### src/rtl/iiitb_pipo_arb.sv
// rtl/iiitb_pipo_arb.sv - round-robin write arbiter for one shared PIPO register
module iiitb_pipo_arb #(
    parameter int NREQ     = 4,
    parameter int WIDTH    = 4,
    parameter int MAX_HOLD = 4,
    localparam int OW      = (NREQ > 1) ? $clog2(NREQ) : 1,
    localparam int CW      = $clog2(MAX_HOLD + 1)
) (
    input  logic                  clk,
    input  logic                  clear,
    input  logic [NREQ-1:0]       req,
    input  logic [NREQ*WIDTH-1:0] req_data,
    output logic [NREQ-1:0]       gnt,
    output logic [OW-1:0]         owner,
    output logic                  busy,
    output logic [WIDTH-1:0]      pi,
    output logic                  load
);

    typedef enum logic {
        S_IDLE,
        S_OWN
    } state_t;

    state_t          r_state;
    state_t          w_state_nxt;
    logic [NREQ-1:0] r_gnt;
    logic [NREQ-1:0] w_gnt_nxt;
    logic [OW-1:0]   r_owner;
    logic [OW-1:0]   w_owner_nxt;
    logic [OW-1:0]   r_ptr;
    logic [OW-1:0]   w_ptr_nxt;
    logic [OW-1:0]   w_sel;
    logic [OW-1:0]   w_owner_inc;
    logic [CW-1:0]   r_cnt;
    logic [CW-1:0]   w_cnt_nxt;
    logic            w_own_req;
    logic            w_load;

    // Scan downward so the requester closest to ptr is the last (winning) write.
    always_comb begin
        w_sel = r_ptr;
        for (int i = NREQ - 1; i >= 0; i--) begin
            if (req[(int'(r_ptr) + i) % NREQ]) begin
                w_sel = OW'((int'(r_ptr) + i) % NREQ);
            end
        end
    end

    assign w_own_req   = req[r_owner];
    assign w_load      = (r_state == S_OWN) && w_own_req;
    assign w_owner_inc = (r_owner == OW'(NREQ - 1)) ? '0 : r_owner + 1'b1;

    always_comb begin
        w_state_nxt = r_state;
        w_gnt_nxt   = r_gnt;
        w_owner_nxt = r_owner;
        w_ptr_nxt   = r_ptr;
        w_cnt_nxt   = r_cnt;
        case (r_state)
            S_IDLE: begin
                if (|req) begin
                    w_state_nxt = S_OWN;
                    w_gnt_nxt   = NREQ'(1) << w_sel;
                    w_owner_nxt = w_sel;
                    w_cnt_nxt   = '0;
                end
            end
            S_OWN: begin
                // A drop wins over the hold limit: both release, but only a drop skips the load.
                if (!w_own_req || (r_cnt == CW'(MAX_HOLD - 1))) begin
                    w_state_nxt = S_IDLE;
                    w_gnt_nxt   = '0;
                    w_ptr_nxt   = w_owner_inc;
                    w_cnt_nxt   = '0;
                end else begin
                    w_cnt_nxt = r_cnt + 1'b1;
                end
            end
            default: begin
                w_state_nxt = S_IDLE;
                w_gnt_nxt   = '0;
                w_cnt_nxt   = '0;
            end
        endcase
    end

    always_ff @(posedge clk or negedge clear) begin
        if (!clear) begin
            r_state <= S_IDLE;
            r_gnt   <= '0;
            r_owner <= '0;
            r_ptr   <= '0;
            r_cnt   <= '0;
        end else begin
            r_state <= w_state_nxt;
            r_gnt   <= w_gnt_nxt;
            r_owner <= w_owner_nxt;
            r_ptr   <= w_ptr_nxt;
            r_cnt   <= w_cnt_nxt;
        end
    end

    assign gnt   = r_gnt;
    assign owner = r_owner;
    assign busy  = (r_state == S_OWN);
    assign load  = w_load;
    assign pi    = w_load ? req_data[int'(r_owner)*WIDTH +: WIDTH] : '0;

endmodule

### config.mk
export PLATFORM = sky130hd
export DESIGN_NAME = iiitb_pipo_arb
export DESIGN_NICKNAME = d
export VERILOG_FILES = /design/src/rtl/iiitb_pipo_arb.sv
export SDC_FILE = /design/constraint.sdc
export NUM_CORES = 1
export LEC_CHECK = 0
export BUFFER_PORTS_ARGS = -buffer_cell sky130_fd_sc_hd__buf_2
export CAP_MARGIN = 10
export CORE_MARGIN = 2
export CORE_UTILIZATION = 45
export CTS_CLUSTER_DIAMETER = 60
export DETAILED_ROUTE_END_ITERATION = 7
export MAX_ROUTING_LAYER = met4
export PLACE_DENSITY = 0.79
export SLEW_MARGIN = 20
export SYNTH_ARGS = -nofsm -noshare
export SYNTH_HDL_FRONTEND = slang
export SYNTH_SLANG_ARGS = --single-unit
### constraint.sdc
create_clock -name clk -period 5.7 [get_ports clk]
set_clock_uncertainty 0.2 [all_clocks]
set_input_delay 0 -clock clk [delete_from_list [all_inputs] [get_ports clk]]
set_output_delay 0 -clock clk [all_outputs]
set_load 0.01 [all_outputs]
* After elaboration in Yosys (flattened, before gate mapping)
Cells that the tools add are included.
** Cells by class
- Shift-type cells :: 2
- Muxes and demuxes :: 28
- Reduce and logical (&&, ||, !) cells :: 10
- Magnitude comparators :: 5
- Add/sub/neg operators :: 5
- Bitwise gates (word level) :: 4
- Eq/ne operators :: 4
** Operators with widths (count)
- variable part select 16 x 5 -> 4 bit :: 1
- less-than comparator 3 x 4 -> 1 bit (second input constant) :: 3
- 2-to-1 mux 4 bit :: 3
- binary-select mux 1 bit (select 2 bit) :: 5
- 2-to-1 mux 1 bit :: 10
- 2-to-1 mux 2 bit :: 5
- one-hot mux 4 bit (2 select lines) :: 1
- less-than comparator 2 x 3 -> 1 bit (second input constant) :: 2
- 2-to-1 mux 3 bit :: 2
- one-hot mux 3 bit (2 select lines) :: 1
- AND reduction 2 bit :: 3
- OR reduction 2 bit :: 3
- adder 2 x 1 -> 2 bit (second input constant) :: 2
- adder 2 bit (second input constant) :: 2
- OR reduction 4 bit :: 1
- << shifter 1 x 2 -> 4 bit (first input constant) :: 1
- adder 3 x 1 -> 3 bit (second input constant) :: 1
- AND 1 bit (first input constant) :: 3
- == test 3 x 2 -> 1 bit (second input constant) :: 1
- == test 2 bit (second input constant) :: 1
- inequality test 2 x 1 -> 1 bit (second input constant) :: 1
- inequality test 2 bit (second input constant) :: 1
- one-hot mux 1 bit (2 select lines) :: 1
- logical AND 1 bit :: 1
- other kinds (3) :: 3
** Word-level totals
- Word-level logic and storage cells :: 63
- Bits of input ports :: 22
- Output and inout port bits :: 12
- Flip-flop bits (word level) :: 12

* Depth between registers and ports, before layout
Gate-level depths: netlist (run 1).
- Word-level depth :: 13
- Gate-level depth with buffers :: 6
- Mapped depth without buffers :: 6

* Worst setup path before layout (run 1)
Ideal clock, no wire load.
- Path kind :: reg2reg
- Start :: reg r_owner[0] (netlist: owner[0])
- End :: reg r_gnt[1] (netlist: gnt[1])
- Library setup time :: 0.134 ns
- Clock period less this slack :: 2.005 ns
- Cell stages (with the launch flop) :: 6
- Arrival time :: 1.671 ns
- Data required time :: 5.366 ns
- Setup slack :: 3.695 ns
- Path buffers :: 1
- Path through :: dfrtp_1 -> buf_6 -> mux4_2 -> and3_4 -> or2_1 -> o2bb2ai_1
** On the way
- Word-level cells in the longest chain between the ends :: 6
** Ends and longest elaborated chain
- start, declared :: line 29 : logic [OW-1:0] r_owner;
- start signal, assigned :: line 98 : r_owner <= w_owner_nxt;
- binary-select mux 1 bit (select 2 bit) :: line 50 : assign w_own_req = req[r_owner];
- 2-to-1 mux 1 bit (not written as such) :: line 50
- logical NOT 1 bit :: line 71 : if (!w_own_req || (r_cnt == CW'(MAX_HOLD - 1))) begin
- logical OR 1 bit :: line 71
- inequality test 2 x 1 -> 1 bit (no source line)
- AND reduction 2 bit (no source line)
- end signal, assigned :: line 97 : r_gnt <= w_gnt_nxt;
- end, declared :: line 27 : logic [NREQ-1:0] r_gnt;
Every way passes these cells. The select of a mux whose other input is x is not followed.
A chain may end at the register's enable or synchronous reset.

* Worst setup path in the final report (run 1)
Ends and elaborated chain as after synthesis.

==> impl_metrics.tcl, run 1 <==
set metrics [dict create \
    placementRows 15 \
    p_per_area_nw_per_um2 478 \
    utilization_pct 60.2 \
    cts_root_buffer "clkbuf_4" \
    grt_usage_pct 18.7 \
    p_int_w 0.000292 \
    r2r_end "gnt[1]" \
    routed-via-count 747 \
    final_common_cell "buf_2" \
    die_area_sq_um 2090 \
    critPathBufInv 0 \
    p_total_w 0.000486 \
    clkSlewWorstSetupHoldPaths_ns 0.08 \
    dieWidth_um 45.7 \
    status "finished clean" \
    start_util_pct 46.4 \
    drt_iter0_markers 12 \
    grt_pass1_wl_um 2660 \
    r2r_slack_ns 3.56 \
    hold_class "in2reg" \
    cts_buffers 3 \
    synth_warnings 0 \
    layout_common_cells "33 x buf_2, 12 x dfrtp_1, 8 x nand2_1" \
    cts_resized 0 \
    switchingPower_w 0.000195 \
    rsz0062_at_grt "false" \
    period_share_pct 37.6 \
    p_seq_share_pct 36.0 \
    drive_gt1_share_pct 41.8 \
    worst-path-stages 4 \
    cts_max_path_buffers 2 \
    final_cells 127 \
    cts_max_level 1 \
    numPlacedInstances 120 \
    clock_sinks 12 \
    cap_violations 0 \
    leakagePower_nw 0.512 \
    grt_pass1_vias 611 \
    r2r_cells 4 \
    rr_startpoint "owner[0]" \
    timing.fmax_ghz 0.466 \
    period_minus_slack_ns 2.14 \
    arrival_ns 2.10 \
    gp_congestion 0.788 \
    combPwrFrac_pct 49.7 \
    cp.required_ns 5.66 \
    crit_path_max_fanout 9 \
    port-buffer-count 33 \
    synthCells 73 \
    critPathLaunch "owner[0]" \
    switching_share_pct 40.0 \
    cpLargestDelayFamily "multiplexers" \
    critPathKind "reg2reg" \
    ys_types 29 \
    drc 0 \
    final-setup-viol-count 0 \
    pin_count 34 \
    cp-start-kind "register" \
    die_y_um 45.7 \
    tns_ns 0 \
    cp_cell_sequence "mux4_2 -> and3_4 -> or2_1 -> o2bb2ai_1" \
    syn_nets 98 \
    syn_to_final_growth_pct 29.9 \
    hpwl_um 1400 \
    cts_tree "built" \
    syn-cell-area_sq_um 783 \
    cp_slowest_stage_delay_ns 0.64 \
    antennaDiodeCount 0 \
    crit_path_top_delay_cell "mux4_2" \
    ant_nets 0 \
    wl_per_cell_um 14.4 \
    worst_pin_slew_ns 0.559 \
    finalHoldViolCount 0 \
    critPathCaptureType "register" \
    antenna_found_initial 0 \
    ys_ff_latch 12 \
    grt_overflow 0 \
    grt_max_degree 13 \
    relSlewSlack_pct 62.6 \
    endpoint "gnt[1]" \
    dr.pass1.iters 4 \
    core-area_sq_um 1690 \
    wirelength_um 1830 \
    share_clk_of_total_power_pct 14.3 \
    seq_area_frac_synth_pct 38.3 \
    syn_area_per_cell_sq_um 10.7 \
    ir_worst_vdd_v 0.000218 \
    fin_nets 136 \
    drt-vias-per-instance 5.88 \
    drv_slew 0 \
    clock_latency_ns 0.28 \
]
## worst min-delay path by stage
stage,start,endpoint,cells after the start
final,req[3],gnt[1],4
after global placement,clear,gnt[2],1
after floorplan,clear,busy,0
after global routing,req[3],gnt[1],4
after CTS,req[3],gnt[1],4
after detailed placement,clear,gnt[2],1
## routing by layer
layer / track usage (%) / routed length (um) / up-vias
met5: - / 0 / -
met4: 10.3 / 29 / 0
met3: 2.38 / 128 / 4
met2: 30.7 / 874 / 35
met1: 22.1 / 798 / 352
li1: - / - / 356
## final cells by class
type                    count  area (sq um)
well taps                  17          21.3
inverters                   3          11.3
multi-input cells          55           453
flip-flops and latches     12           300
fillers                   148           672
repair buffers             36           195
clock buffers               4          36.3
## worst reg2reg max path, cell delays in order, from the launching register on
cell and delay [ns]:
dfrtp_1 0.59, mux4_2 0.64, and3_4 0.23, or2_1 0.24
o2bb2ai_1 0.12
## synth_stat cells
cell        n  area (sq um)
dfrtp_1    12           300
nand2_1     8          30.0
o21ai_0     7          35.0
mux4_2      5           113
nor2b_1     5          31.3
and3_1      4          25.0
ha_1        3          37.5
inv_1       3          11.3
clkbuf_1    2          7.51
mux2_2      2          22.5
nor2_1      2          7.51
o2bb2ai_1   2          17.5
o31ai_1     2          15.0
a21boi_1    1          7.51
a22o_1      1          8.76
a2bb2oi_1   1          8.76
and3_4      1          11.3
and3b_1     1          8.76
buf_6       1          11.3
nand2b_1    1          6.26
nand3_1     1          5.00
nor3_1      1          5.00
nor4_1      1          6.26
o2111ai_1   1          8.76
o211a_1     1          10.0
o41a_1      1          11.3
o41ai_1     1          8.76
or2_1       1          6.26
or2_2       1          6.26
## logic make-up (layout without fill, tap and decap cells)
group,count (synthesis),in the layout,share of synthesized area (%)
AOI/OAI and AO/OA,18,18,16.8
adders and majority gates,3,3,4.79
buffers and inverters,6,43,3.83
DFF,12,12,38.3
muxes,7,7,17.3
and+or+nand+nor,27,27,19.0
## per-stage QoR
stage          hold slack [ns]  setup slack [ns]  area (sq um)
2_1_floorplan           -0.496              3.70           783
4_1_cts                 0.0214              3.54          1020
6_report                0.0396              3.56          1020
3_5_place_dp            -0.307              3.54           951
3_3_place_gp            -0.315              3.58           951
5_1_grt                 0.0798              3.42          1020
## power groups by stage
stage                     Combinational (W)  Sequential (W)  Clock [W]
after floorplan                    0.000179        0.000164          0
after global placement             0.000235        0.000174          0
after global routing               0.000266        0.000183  0.0000752
final                              0.000242        0.000175  0.0000696
after CTS                          0.000244        0.000176  0.0000706
after detailed placement           0.000242        0.000177          0
## what timing repair did
action,CTS,global route
hold buffers,3,0
endpoints found under the hold margin,17,0
setup buffers,0,0
## sequential cells by signal, summed over array words and instances (netlist names)
register and cells:
owner 2, busy 1, gnt 4, r_ptr 2, r_cnt 3
(Power assumes the default switching activity.)
==> inputs of run 2 (changes only) <==
--- a/config.mk
+++ b/config.mk
@@ -5,14 +5,15 @@
 export SDC_FILE = /design/constraint.sdc
 export NUM_CORES = 1
 export LEC_CHECK = 0
+export ABC_AREA = 1
 export BUFFER_PORTS_ARGS = -buffer_cell sky130_fd_sc_hd__buf_2
 export CAP_MARGIN = 10
 export CORE_MARGIN = 2
-export CORE_UTILIZATION = 45
+export CORE_UTILIZATION = 44
 export CTS_CLUSTER_DIAMETER = 60
 export DETAILED_ROUTE_END_ITERATION = 7
 export MAX_ROUTING_LAYER = met4
-export PLACE_DENSITY = 0.79
+export PLACE_DENSITY = 0.77
 export SLEW_MARGIN = 20
 export SYNTH_ARGS = -nofsm -noshare
 export SYNTH_HDL_FRONTEND = slang
==> constraint.sdc (replaced) <==
create_clock -name clk -period 1.85 [get_ports clk]
set_clock_uncertainty 0.2 [all_clocks]
set_input_delay 0 -clock clk [delete_from_list [all_inputs] [get_ports clk]]
set_output_delay 0 -clock clk [all_outputs]
set_load 0.01 [all_outputs]
==> run 2 against run 1 <==
Compared with the run above: the flow now finishes with violations (hold timing); critical path depth increased by 3; final area is 28% higher; register-to-register slack lost 3.4 ns; critical path type is now reg2out; critical endpoint is now load.
==> impl_metrics.tcl, run 2 <==
set metrics [dict create \
    dieWidth_um 51.2 \
    period_share_pct 93.5 \
    crit_top_cell "buf_4" \
    clock_sinks 12 \
    clock_latency_ns 0.28 \
    grt_max_degree 13 \
    synthTopCellsByArea "dfrtp_1 31%, nand2_1 15%, nand2_2 11%" \
    cts_root_buffer "clkbuf_4" \
    crit_path_top_delay_cell "dfrtp_2" \
    fillers 208 \
    start_util_pct 45.7 \
    timing.fmax_ghz 0.578 \
    cts_max_path_buffers 2 \
    synth_compound_area_share_pct 12.1 \
    relSlewSlack_pct 63.6 \
    arrival_ns 1.53 \
    cpLargestDelayFamily "flip-flops" \
    hpwl_um 1900 \
    cp-start-kind "register" \
    async_reset_ff_share_pct 100 \
    leakagePower_nw 0.736 \
    synth_top_family_by_area "simple AND/OR/NAND/NOR gates" \
    cts_max_level 1 \
    pin_count 34 \
    cp.required_ns 1.65 \
    ys_types 21 \
    p_per_area_nw_per_um2 1760 \
    wl_per_cell_um 10.9 \
    yosys.area_share.simple_pct 44.4 \
    grt_overflow 0 \
    final_common_cell "nand2_1" \
    ys_ff_latch 12 \
    syn_nets 174 \
    drt-vias-per-instance 4.92 \
    die_y_um 51.2 \
    crit_path_max_fanout 6 \
    drive_gt1_share_pct 38.5 \
    placementRows 17 \
    postCtsHoldBufs 4 \
    port-buffer-count 33 \
    cts_buffers 3 \
    drt_iter0_markers 29 \
    routed-via-count 1098 \
    worst_pin_slew_ns 0.544 \
    dr.pass1.iters 4 \
    syn-cell-area_sq_um 981 \
    critPathBufInv 3 \
    whs_ns -0.0519 \
    yosys-top-cells-count "38 x nand2_1, 17 x nand2_2, 17 x nor2_1" \
    finalHoldViolCount 2 \
    cts_tree "built" \
    synth_warnings 0 \
    fin_nets 221 \
    grt_pass1_vias 975 \
    drc 0 \
    hold_class "in2reg" \
    critPathKind "reg2out" \
    utilization_pct 60.7 \
    die_area_sq_um 2620 \
    core-area_sq_um 2150 \
    rsz0062_at_grt "false" \
    cp_cell_sequence "a21oi_1 -> o21ai_1 -> nand2_1 -> nor2_4 -> buf_4 -> buf_4 -> buf_2" \
    grt_usage_pct 20.0 \
    antennaDiodeCount 0 \
    syn_to_final_growth_pct 33.0 \
    yosysTopAreaCellShare_pct 30.6 \
    yosys.cell_count.top_type "nand2_1" \
    gp_congestion 0.794 \
    status "finished with violations" \
    wirelength_um 2430 \
    violations "hold timing" \
    cap_violations 0 \
    synthXorXnorAreaFrac_pct 0 \
    period_minus_slack_ns 1.73 \
    ys.flop_type "dfrtp_1" \
    largest_reg_flops 4 \
    tns_ns 0 \
    ir_worst_vdd_v 0.000963 \
    drv_slew 0 \
    seq_area_frac_synth_pct 30.6 \
    antenna_found_initial 0 \
    synth_edf_count 0 \
    cp_slowest_stage_delay_ns 0.44 \
    final-setup-viol-count 0 \
    grt_pass1_wl_um 3910 \
    ant_nets 0 \
    yosysTopAreaCell "dfrtp_1" \
    clkSlewWorstSetupHoldPaths_ns 0.08 \
    layout_common_cells "38 x nand2_1, 33 x buf_2, 17 x nor2_1, 17 x nand2_2, 12 x nand3_1" \
    synthAdderAreaFrac_pct 3.83 \
    synthMuxAreaShare_pct 0 \
    syn_area_per_cell_sq_um 6.58 \
    synthCells 149 \
    critPathCaptureType "primary output" \
]
[run 2: worst reg2reg max path, delay by kind of cell, from the launching register on]
| family | cells | cell delay [ns] |
|---|---|---|
| simple gates | 11 | 0.71 |
| flops | 1 | 0.50 |
| buf+inv | 1 | 0.12 |
[run 2: what timing repair did]
item	in CTS	in global routing
resized for setup	0	3
hold endpoints to repair	15	2
endpoints found under the setup margin	0	7
setup buffers	0	5
[run 2: worst paths after layout]
check                                 to  depth (start not counted)  slack (ns)     start
max in group asynchronous       owner[0]                          3        0.49     clear
worst max-delay path                load                          7        0.12  owner[0]
worst min-delay path            r_cnt[0]                          4       -0.05    req[2]
worst min register to register    gnt[0]                          2        0.29    gnt[0]
min in group asynchronous       owner[1]                          3        0.57     clear
worst max register to register    gnt[1]                         12        0.20  r_ptr[0]
[run 2: kinds of logic after synthesis]
| group | after synthesis |
|---|---|
| and+or+nand+nor | 91 |
| AOI/OAI and AO/OA | 23 |
| buffers and inverters | 20 |
| DFF | 12 |
| adders and majority gates | 3 |
[run 2: metrics by stage]
step | total power, W | setup WS [ns] | instances | area, sq um
finish | 0.00230 | 0.120 | 223 | 1310
floorplan | 0.00162 | 0.305 | 149 | 981
global route | 0.00254 | 0.00436 | 223 | 1310
global placement | 0.00193 | 0.199 | 210 | 1180
detailed placement | 0.00198 | 0.150 | 210 | 1180
CTS | 0.00220 | 0.0123 | 218 | 1260
[run 2: power breakdown]
| part | leakage (nW) | switching, W | total (W) | internal [W] |
|---|---|---|---|---|
| Sequential | 0.150 | 0.000125 | 0.000499 | 0.000374 |
| Combinational | 0.565 | 0.000962 | 0.00159 | 0.000625 |
| Clock | 0.0210 | 0.0000897 | 0.000209 | 0.000120 |
[run 2: metal layers]
metal / routed length, um / vias to the layer above / GRT usage (%)
met5: 0 / - / -
met4: 23 / 0 / 7.89
met3: 62 / 4 / 1.75
met2: 1280 / 20 / 34.4
met1: 1060 / 505 / 24.4
li1: - / 569 / -
[run 2: layout make-up]
| class | count | area (sq um) | share of cell area, % |
|---|---|---|---|
| multi-input combinational | 117 | 601 | 46.0 |
| tap | 28 | 35.0 | 2.68 |
| sequential | 12 | 303 | 23.2 |
| clock buffer | 4 | 36.3 | 2.78 |
| inverter | 18 | 72.6 | 5.56 |
| timing repair buffer | 44 | 258 | 19.8 |
